$ cat config.mk
export PLATFORM = sky130hd
export DESIGN_NAME = systolic_seq_ctrl_flat
export DESIGN_NICKNAME = d
export VERILOG_FILES = /design/src/rtl/systolic_seq_ctrl_if.sv /design/src/rtl/systolic_seq_ctrl.sv /design/src/flat_wrapper.sv
export SDC_FILE = /design/constraint.sdc
export NUM_CORES = 1
export LEC_CHECK = 0
export CORE_UTILIZATION = 46
export CTS_CLUSTER_SIZE = 8
export DETAILED_ROUTE_END_ITERATION = 8
export PLACE_DENSITY = 0.8
export SLEW_MARGIN = 40
export SYNTH_ARGS = -nofsm -noshare
export SYNTH_HDL_FRONTEND = slang
export SYNTH_SLANG_ARGS = --single-unit
$ cat constraint.sdc
create_clock -name clk -period 2.4 [get_ports clk]
set_input_delay 0.72 -clock clk [delete_from_list [all_inputs] [get_ports clk]]
set_output_delay 0.72 -clock clk [all_outputs]
set_load 0.03 [all_outputs]
$ cat src/rtl/systolic_seq_ctrl_if.sv
// Host, operand-buffer, PE-array and result-buffer signals of the systolic sequencer.
// The controller takes the master modport; the surrounding datapath takes the slave modport.
interface systolic_seq_ctrl_if #(
    parameter int N  = 4,
    parameter int KW = 8,
    parameter int AW = 8
);
    localparam int RW = (N > 1) ? $clog2(N) : 1;

    logic          start;
    logic          abort;
    logic [KW-1:0] k_len;
    logic          busy;
    logic          done;
    logic          op_rd_en;
    logic [AW-1:0] op_rd_addr;
    logic          arr_en;
    logic          arr_clr;
    logic          zero_pad;
    logic [N-1:0]  row_vld;
    logic          res_wr_en;
    logic [RW-1:0] res_row;
    logic [31:0]   perf_cyc;

    modport master (
        input  start, abort, k_len,
        output busy, done, op_rd_en, op_rd_addr, arr_en, arr_clr, zero_pad,
               row_vld, res_wr_en, res_row, perf_cyc
    );

    modport slave (
        output start, abort, k_len,
        input  busy, done, op_rd_en, op_rd_addr, arr_en, arr_clr, zero_pad,
               row_vld, res_wr_en, res_row, perf_cyc
    );
endinterface

$ cat src/rtl/systolic_seq_ctrl.sv
// Systolic MAC sequencer: clear, feed K operands, drain, read out N rows, pulse done; start-to-done 3+K+DRAIN+N cycles (K>0).
// No backpressure, abort returns to IDLE at once; SYSTOLIC_PERF_CNT_EN adds the per-job cycle counter on perf_cyc.
module systolic_seq_ctrl #(
    parameter int N     = 4,
    parameter int KW    = 8,
    parameter int AW    = 8,
    parameter int DRAIN = 6
) (
    input  logic                clk,
    input  logic                rst_b,
    systolic_seq_ctrl_if.master bus
);
    localparam int RW = (N > 1) ? $clog2(N) : 1;

    typedef enum logic [2:0] {
        S_IDLE, S_CLEAR, S_FEED, S_DRAIN, S_READOUT, S_DONE
    } state_t;

    state_t        state, state_nxt;
    logic [KW-1:0] k_lat;
    logic [KW-1:0] kcnt;
    logic [RW-1:0] rcnt;
    logic          arr_en_q;
    logic          zero_pad_q;
    logic [N-2:0]  vld_sr;
    logic          abort_act;
    logic          vld_term;

    assign abort_act = bus.abort && (state != S_IDLE);
    assign vld_term  = arr_en_q && !zero_pad_q;

    always_ff @(posedge clk) begin
        if (!rst_b) state <= S_IDLE;
        else        state <= state_nxt;
    end

    always_comb begin
        state_nxt = state;
        if (abort_act) begin
            state_nxt = S_IDLE;
        end else begin
            case (state)
                S_IDLE:    if (bus.start && !bus.abort) state_nxt = S_CLEAR;
                S_CLEAR:   state_nxt = (k_lat != '0) ? S_FEED : S_READOUT;
                S_FEED:    if (kcnt == k_lat - 1'b1) state_nxt = S_DRAIN;
                S_DRAIN:   if (kcnt == KW'(DRAIN - 1)) state_nxt = S_READOUT;
                S_READOUT: if (rcnt == RW'(N - 1)) state_nxt = S_DONE;
                S_DONE:    state_nxt = S_IDLE;
                default:   state_nxt = S_IDLE;
            endcase
        end
    end

    // arr_en/zero_pad follow the operand data, which lags the read strobe by one cycle.
    always_ff @(posedge clk) begin
        if (!rst_b) begin
            k_lat      <= '0;
            kcnt       <= '0;
            rcnt       <= '0;
            arr_en_q   <= 1'b0;
            zero_pad_q <= 1'b0;
            vld_sr     <= '0;
        end else begin
            if (state == S_IDLE && bus.start) k_lat <= bus.k_len;
            kcnt       <= (state_nxt == state && (state == S_FEED || state == S_DRAIN))
                          ? kcnt + 1'b1 : '0;
            rcnt       <= (state == S_READOUT && state_nxt == S_READOUT) ? rcnt + 1'b1 : '0;
            arr_en_q   <= (state == S_FEED || state == S_DRAIN) && !abort_act;
            zero_pad_q <= (state == S_DRAIN) && !abort_act;
            vld_sr     <= abort_act ? '0 : bus.row_vld[N-2:0];
        end
    end

    always_comb begin
        bus.busy       = (state != S_IDLE);
        bus.done       = (state == S_DONE);
        bus.op_rd_en   = (state == S_FEED);
        bus.op_rd_addr = (state == S_FEED) ? AW'(kcnt) : '0;
        bus.arr_clr    = (state == S_CLEAR);
        bus.res_wr_en  = (state == S_READOUT);
        bus.res_row    = rcnt;
        bus.arr_en     = arr_en_q;
        bus.zero_pad   = zero_pad_q;
        bus.row_vld    = {vld_sr, vld_term};
    end

`ifdef SYSTOLIC_PERF_CNT_EN
    logic [31:0] job_cyc;
    logic [31:0] perf_q;

    // job_cyc starts at 1 for the accepting cycle, so perf_cyc is the inclusive start-to-done count.
    always_ff @(posedge clk) begin
        if (!rst_b) begin
            job_cyc <= '0;
            perf_q  <= '0;
        end else begin
            if (state == S_IDLE && bus.start && !bus.abort) job_cyc <= 32'd1;
            else if (state != S_IDLE && job_cyc != '1)      job_cyc <= job_cyc + 32'd1;
            if (state == S_DONE && !abort_act)
                perf_q <= (job_cyc == '1) ? job_cyc : job_cyc + 32'd1;
        end
    end

    assign bus.perf_cyc = perf_q;
`else
    assign bus.perf_cyc = 32'd0;
`endif
endmodule

$ cat src/flat_wrapper.sv
// flat-port wrapper written by rule: the top's interface ports become plain ports
module systolic_seq_ctrl_flat 
#(
    parameter int N     = 4,
    parameter int KW    = 8,
    parameter int AW    = 8,
    parameter int DRAIN = 6
)
  (clk, rst_b, bus_start, bus_abort, bus_k_len, bus_busy, bus_done, bus_op_rd_en, bus_op_rd_addr, bus_arr_en, bus_arr_clr, bus_zero_pad, bus_row_vld, bus_res_wr_en, bus_res_row, bus_perf_cyc);
  systolic_seq_ctrl_if #(.N(N), .KW(KW), .AW(AW)) bus_i ();
  input  logic clk;
  input  logic rst_b;
  input wire logic [$bits(bus_i.start)-1:0] bus_start;
  input wire logic [$bits(bus_i.abort)-1:0] bus_abort;
  input wire logic [$bits(bus_i.k_len)-1:0] bus_k_len;
  output wire logic [$bits(bus_i.busy)-1:0] bus_busy;
  output wire logic [$bits(bus_i.done)-1:0] bus_done;
  output wire logic [$bits(bus_i.op_rd_en)-1:0] bus_op_rd_en;
  output wire logic [$bits(bus_i.op_rd_addr)-1:0] bus_op_rd_addr;
  output wire logic [$bits(bus_i.arr_en)-1:0] bus_arr_en;
  output wire logic [$bits(bus_i.arr_clr)-1:0] bus_arr_clr;
  output wire logic [$bits(bus_i.zero_pad)-1:0] bus_zero_pad;
  output wire logic [$bits(bus_i.row_vld)-1:0] bus_row_vld;
  output wire logic [$bits(bus_i.res_wr_en)-1:0] bus_res_wr_en;
  output wire logic [$bits(bus_i.res_row)-1:0] bus_res_row;
  output wire logic [$bits(bus_i.perf_cyc)-1:0] bus_perf_cyc;
  assign bus_i.start = bus_start;
  assign bus_i.abort = bus_abort;
  assign bus_i.k_len = bus_k_len;
  assign bus_busy = bus_i.busy;
  assign bus_done = bus_i.done;
  assign bus_op_rd_en = bus_i.op_rd_en;
  assign bus_op_rd_addr = bus_i.op_rd_addr;
  assign bus_arr_en = bus_i.arr_en;
  assign bus_arr_clr = bus_i.arr_clr;
  assign bus_zero_pad = bus_i.zero_pad;
  assign bus_row_vld = bus_i.row_vld;
  assign bus_res_wr_en = bus_i.res_wr_en;
  assign bus_res_row = bus_i.res_row;
  assign bus_perf_cyc = bus_i.perf_cyc;
  systolic_seq_ctrl #(.N(N), .KW(KW), .AW(AW), .DRAIN(DRAIN)) u_core (.clk(clk), .rst_b(rst_b), .bus(bus_i));
endmodule
==> summary.txt <==
Outcome
  – Status: finished, final reports clean

Synthesis
  – Syn avg cell area: between 7 and 8 um2
  – Post-synthesis cell count: around 250
  – Synth Cell Area: just under 2000 um2
  – Sequential share of the synthesized area: 0.266
  – Netlist cell types: 52
  – EDFF count, synth: 0
  – Seq cells post-synth: 26
  – Async S/R FF share, synth: 0
  – Main flop type after synthesis: dfxtp_1
  – Total number of yosys warnings: 0

GRT
  – Grt met2 use: 0.325
  – Met3 Use GR: 0.0270
  – Layer with the highest usage: met2
  – Initial antenna violation count: 0
  – First-pass GRT wire length: between 6 and 7 mm
  – Routing usage on met1: 0.259
  – Vias in the first global route: 1464
  – GRT Total Usage: 0.196
  – Pin count of the biggest net entering global routing: 15
  – Overflow left after global routing: 0

Floorplan
  – Initial cell density of the core: 0.485
  – Core Rows: 23
  – Die Wd: roughly 67 um
  – Die ar.: ~4500 um2
  – I/O pins: 65
  – Core area: approximately 4000 um2
  – Die span in y: about 67 um

Clock network
  – Post-CTS Repair Setup Buffers: 0
  – Clock root buffer: clkbuf_8
  – Cts repair resizes: 7
  – H-tree Lvls: 1
  – Worst-skew pair later-pin latency: about 0.28 ns
  – Clk sink count: 26
  – Clock Path Buffers: 2
  – Clk slew on worst S/H paths: 0.09 ns
  – Hold buffers post-CTS: 0
  – Total CTS buffers: 3
  – CTS tree: built

Timing
  – Period utilization: 0.979
  – WHS: 0.429 ns
  – FMAX: between 400 and 500 MHz
  – Final min period: about 2.4 ns
  – Fin. Hold Viols: 0
  – Setup TNS after final layout: 0 ns
  – RSZ-0062 raised after global routing: false
  – Final Skew: approximately 0.0036 ns
  – Worst Tran Pin Value: about 0.54 ns
  – Crit path setup slack, layout: between 0.04 and 0.05 ns
  – Max Slew Vio Count: 0
  – Max-slew headroom: 0.638
  – Setup violators final: 0

Final layout
  – Ant diodes: 0
  – FILL cells: between 300 and 400
  – Final #Nets: between 300 and 400
  – Final core utilization: 0.574
  – Layout area overhead: 18.3%
  – Fin area: 2310 um2
  – Share of layout cells above drive strength 1: 0.127
  – FF/Latch Area: roughly 520 um2
  – Multi-input logic area: around 1200 um2

Setup path
  – Cell family with most CP delay: simple AND/OR/NAND/NOR gates
  – Critical path buffers and inverters: 2
  – CP endpoint kind: output pin
  – Crit path max fanout: 6
  – Kind of critical path: reg -> out
  – WP data required: approximately 1.7 ns
  – Slowest-stage cell, CP: dfxtp_1
  – Crit path from: u_core.state[0]
  – R2R Path Start: u_core.k_lat[1]
  – Crit-path cells: or2_2, nor2_1, inv_1, dlygate4sd2_1
  – Worst Setup Start Kind: flop
  – Slowest Stage Delay on Critical Path: between 0.3 and 0.4 ns
  – CP arrival: around 1.6 ns

Place
  – Setup WS pre-CTS: -0.0138 ns
  – Port bufs: 32
  – GP Congestion: just under 0.9
  – Hpwl dp: 3.14 mm
  – Post-DP Area: roughly 2300 um2

Power and ir drop
  – Peak VDD IR: between 200 and 300 uV
  – Pleak: between 0.9 and 1 nW
  – Cell Pwr Density: ~440 nW/um2

Routing
  – DR DRC count: 0
  – 1st-iter DRT viols: 122
  – Routed WL: between 4 and 5 mm
  – First-pass DRT Iterations: 4
  – Avg Vias per Cell: 5.15
  – Final ANT Viol Nets: 0
  – Avg WL per Cell: 11.9 um
  – Via count: about 1800

Worst hold path
  – Worst Min Path Start: u_core.vld_sr[1]
  – Hold crit path type: reg -> reg

Job
  – Max-Cap Viols: 0
where the power goes:
part	total, mW	internal [mW]	switching, mW
Clock	0.296	0.147	0.149
Sequential	0.462	0.445	0.0175
Combinational	0.268	0.0936	0.174
per-stage QoR:
step | instances | power [mW]
final | 342 | 1.03
after global routing | 342 | 1.08
after CTS | 342 | 1.03
after detailed placement | 338 | 0.741
after global placement | 338 | 0.736
after floorplan | 285 | 0.708
worst register-to-register path, cell delays in order, from the launching register on:
cell and delay [ns]:
dfxtp_1 0.42, inv_1 0.08, ha_1 0.30, xor2_1 0.18, nand3_2 0.09, or4b_4 0.53
or2_0 0.24, a221oi_2 0.26
state kept, by name, indices dropped and copies added, names as in the netlist:
| name | cells |
|---|---|
| u_core.vld_sr | 3 |
| u_core.k_lat | 8 |
| u_core.state | 3 |
| u_core.kcnt | 8 |
| u_core.bus.arr_en | 1 |
| u_core.bus.zero_pad | 1 |
| u_core.bus.res_row | 2 |
metal layers:
metal | share of wire | wire [um]
met5 | 0 | 0
met4 | 0.014 | 57
met3 | 0.042 | 171
met1 | 0.44 | 1780
met2 | 0.51 | 2070
cell type report:
type	instances	share of cell area
flip-flops and latches	26	0.225
inverters	11	0.0179
clock buffers	4	0.0238
well taps	50	0.0271
multi-input cells	202	0.522
repair buffers	49	0.184
synthesized netlist by cell type, types with 2 or more instances:
cell type	n	area share
a21boi_0	8	0.031
a21oi_1	7	0.018
a31oi_1	5	0.016
a41oi_1	4	0.018
and2_1	15	0.048
buf_2	2	0.0051
buf_4	33	0.13
clkbuf_1	10	0.019
dfxtp_1	26	0.27
ha_1	5	0.032
inv_1	11	0.021
nand2_1	27	0.052
nand3_1	7	0.018
nand4_1	2	0.0064
nor2_1	20	0.038
nor3_1	9	0.023
nor3b_1	2	0.0077
o2111ai_1	2	0.0090
o21ai_0	11	0.028
o31ai_1	3	0.012
or2_2	3	0.0096
or3_1	2	0.0064
xnor2_1	7	0.031
xor2_1	5	0.022
final timing paths:
check                           slack (ns)  depth (start not counted)               end
worst min register to register        0.43                          2  u_core.vld_sr[2]
worst min-delay path                  0.43                          2  u_core.vld_sr[2]
worst max-delay path                  0.05                          4          bus_busy
worst max register to register        0.22                          7   u_core.state[0]
layout by cell type (no fill, tap or decap), drive strengths merged, types with 4 or more instances in the layout:
cell type,netlist,routed
a21oi,7,7
a41oi,4,4
nand2,27,27
a31oi,5,5
clkbuf,11,4
and2,16,16
xor2,5,5
buf,35,23
conb,1,32
clkdlybuf4s50,0,19
nor2,20,20
o21ai,11,11
dfxtp,26,26
nor3,9,9
ha,5,5
a21boi,8,8
xnor2,7,7
or2,4,4
nand3,8,8
inv,11,11
dlygate4sd2,0,7
kinds of logic after synthesis:
family,share of synthesized area
xor gates and xnor gates,0.0538
other,0.00192
and+or+nand+nor,0.290
muxes,0.00513
adders and majority gates,0.0372
buffers and inverters,0.175
DFF,0.266
AOI/OAI and AO/OA,0.170
Power figures use the tool's default switching activity.
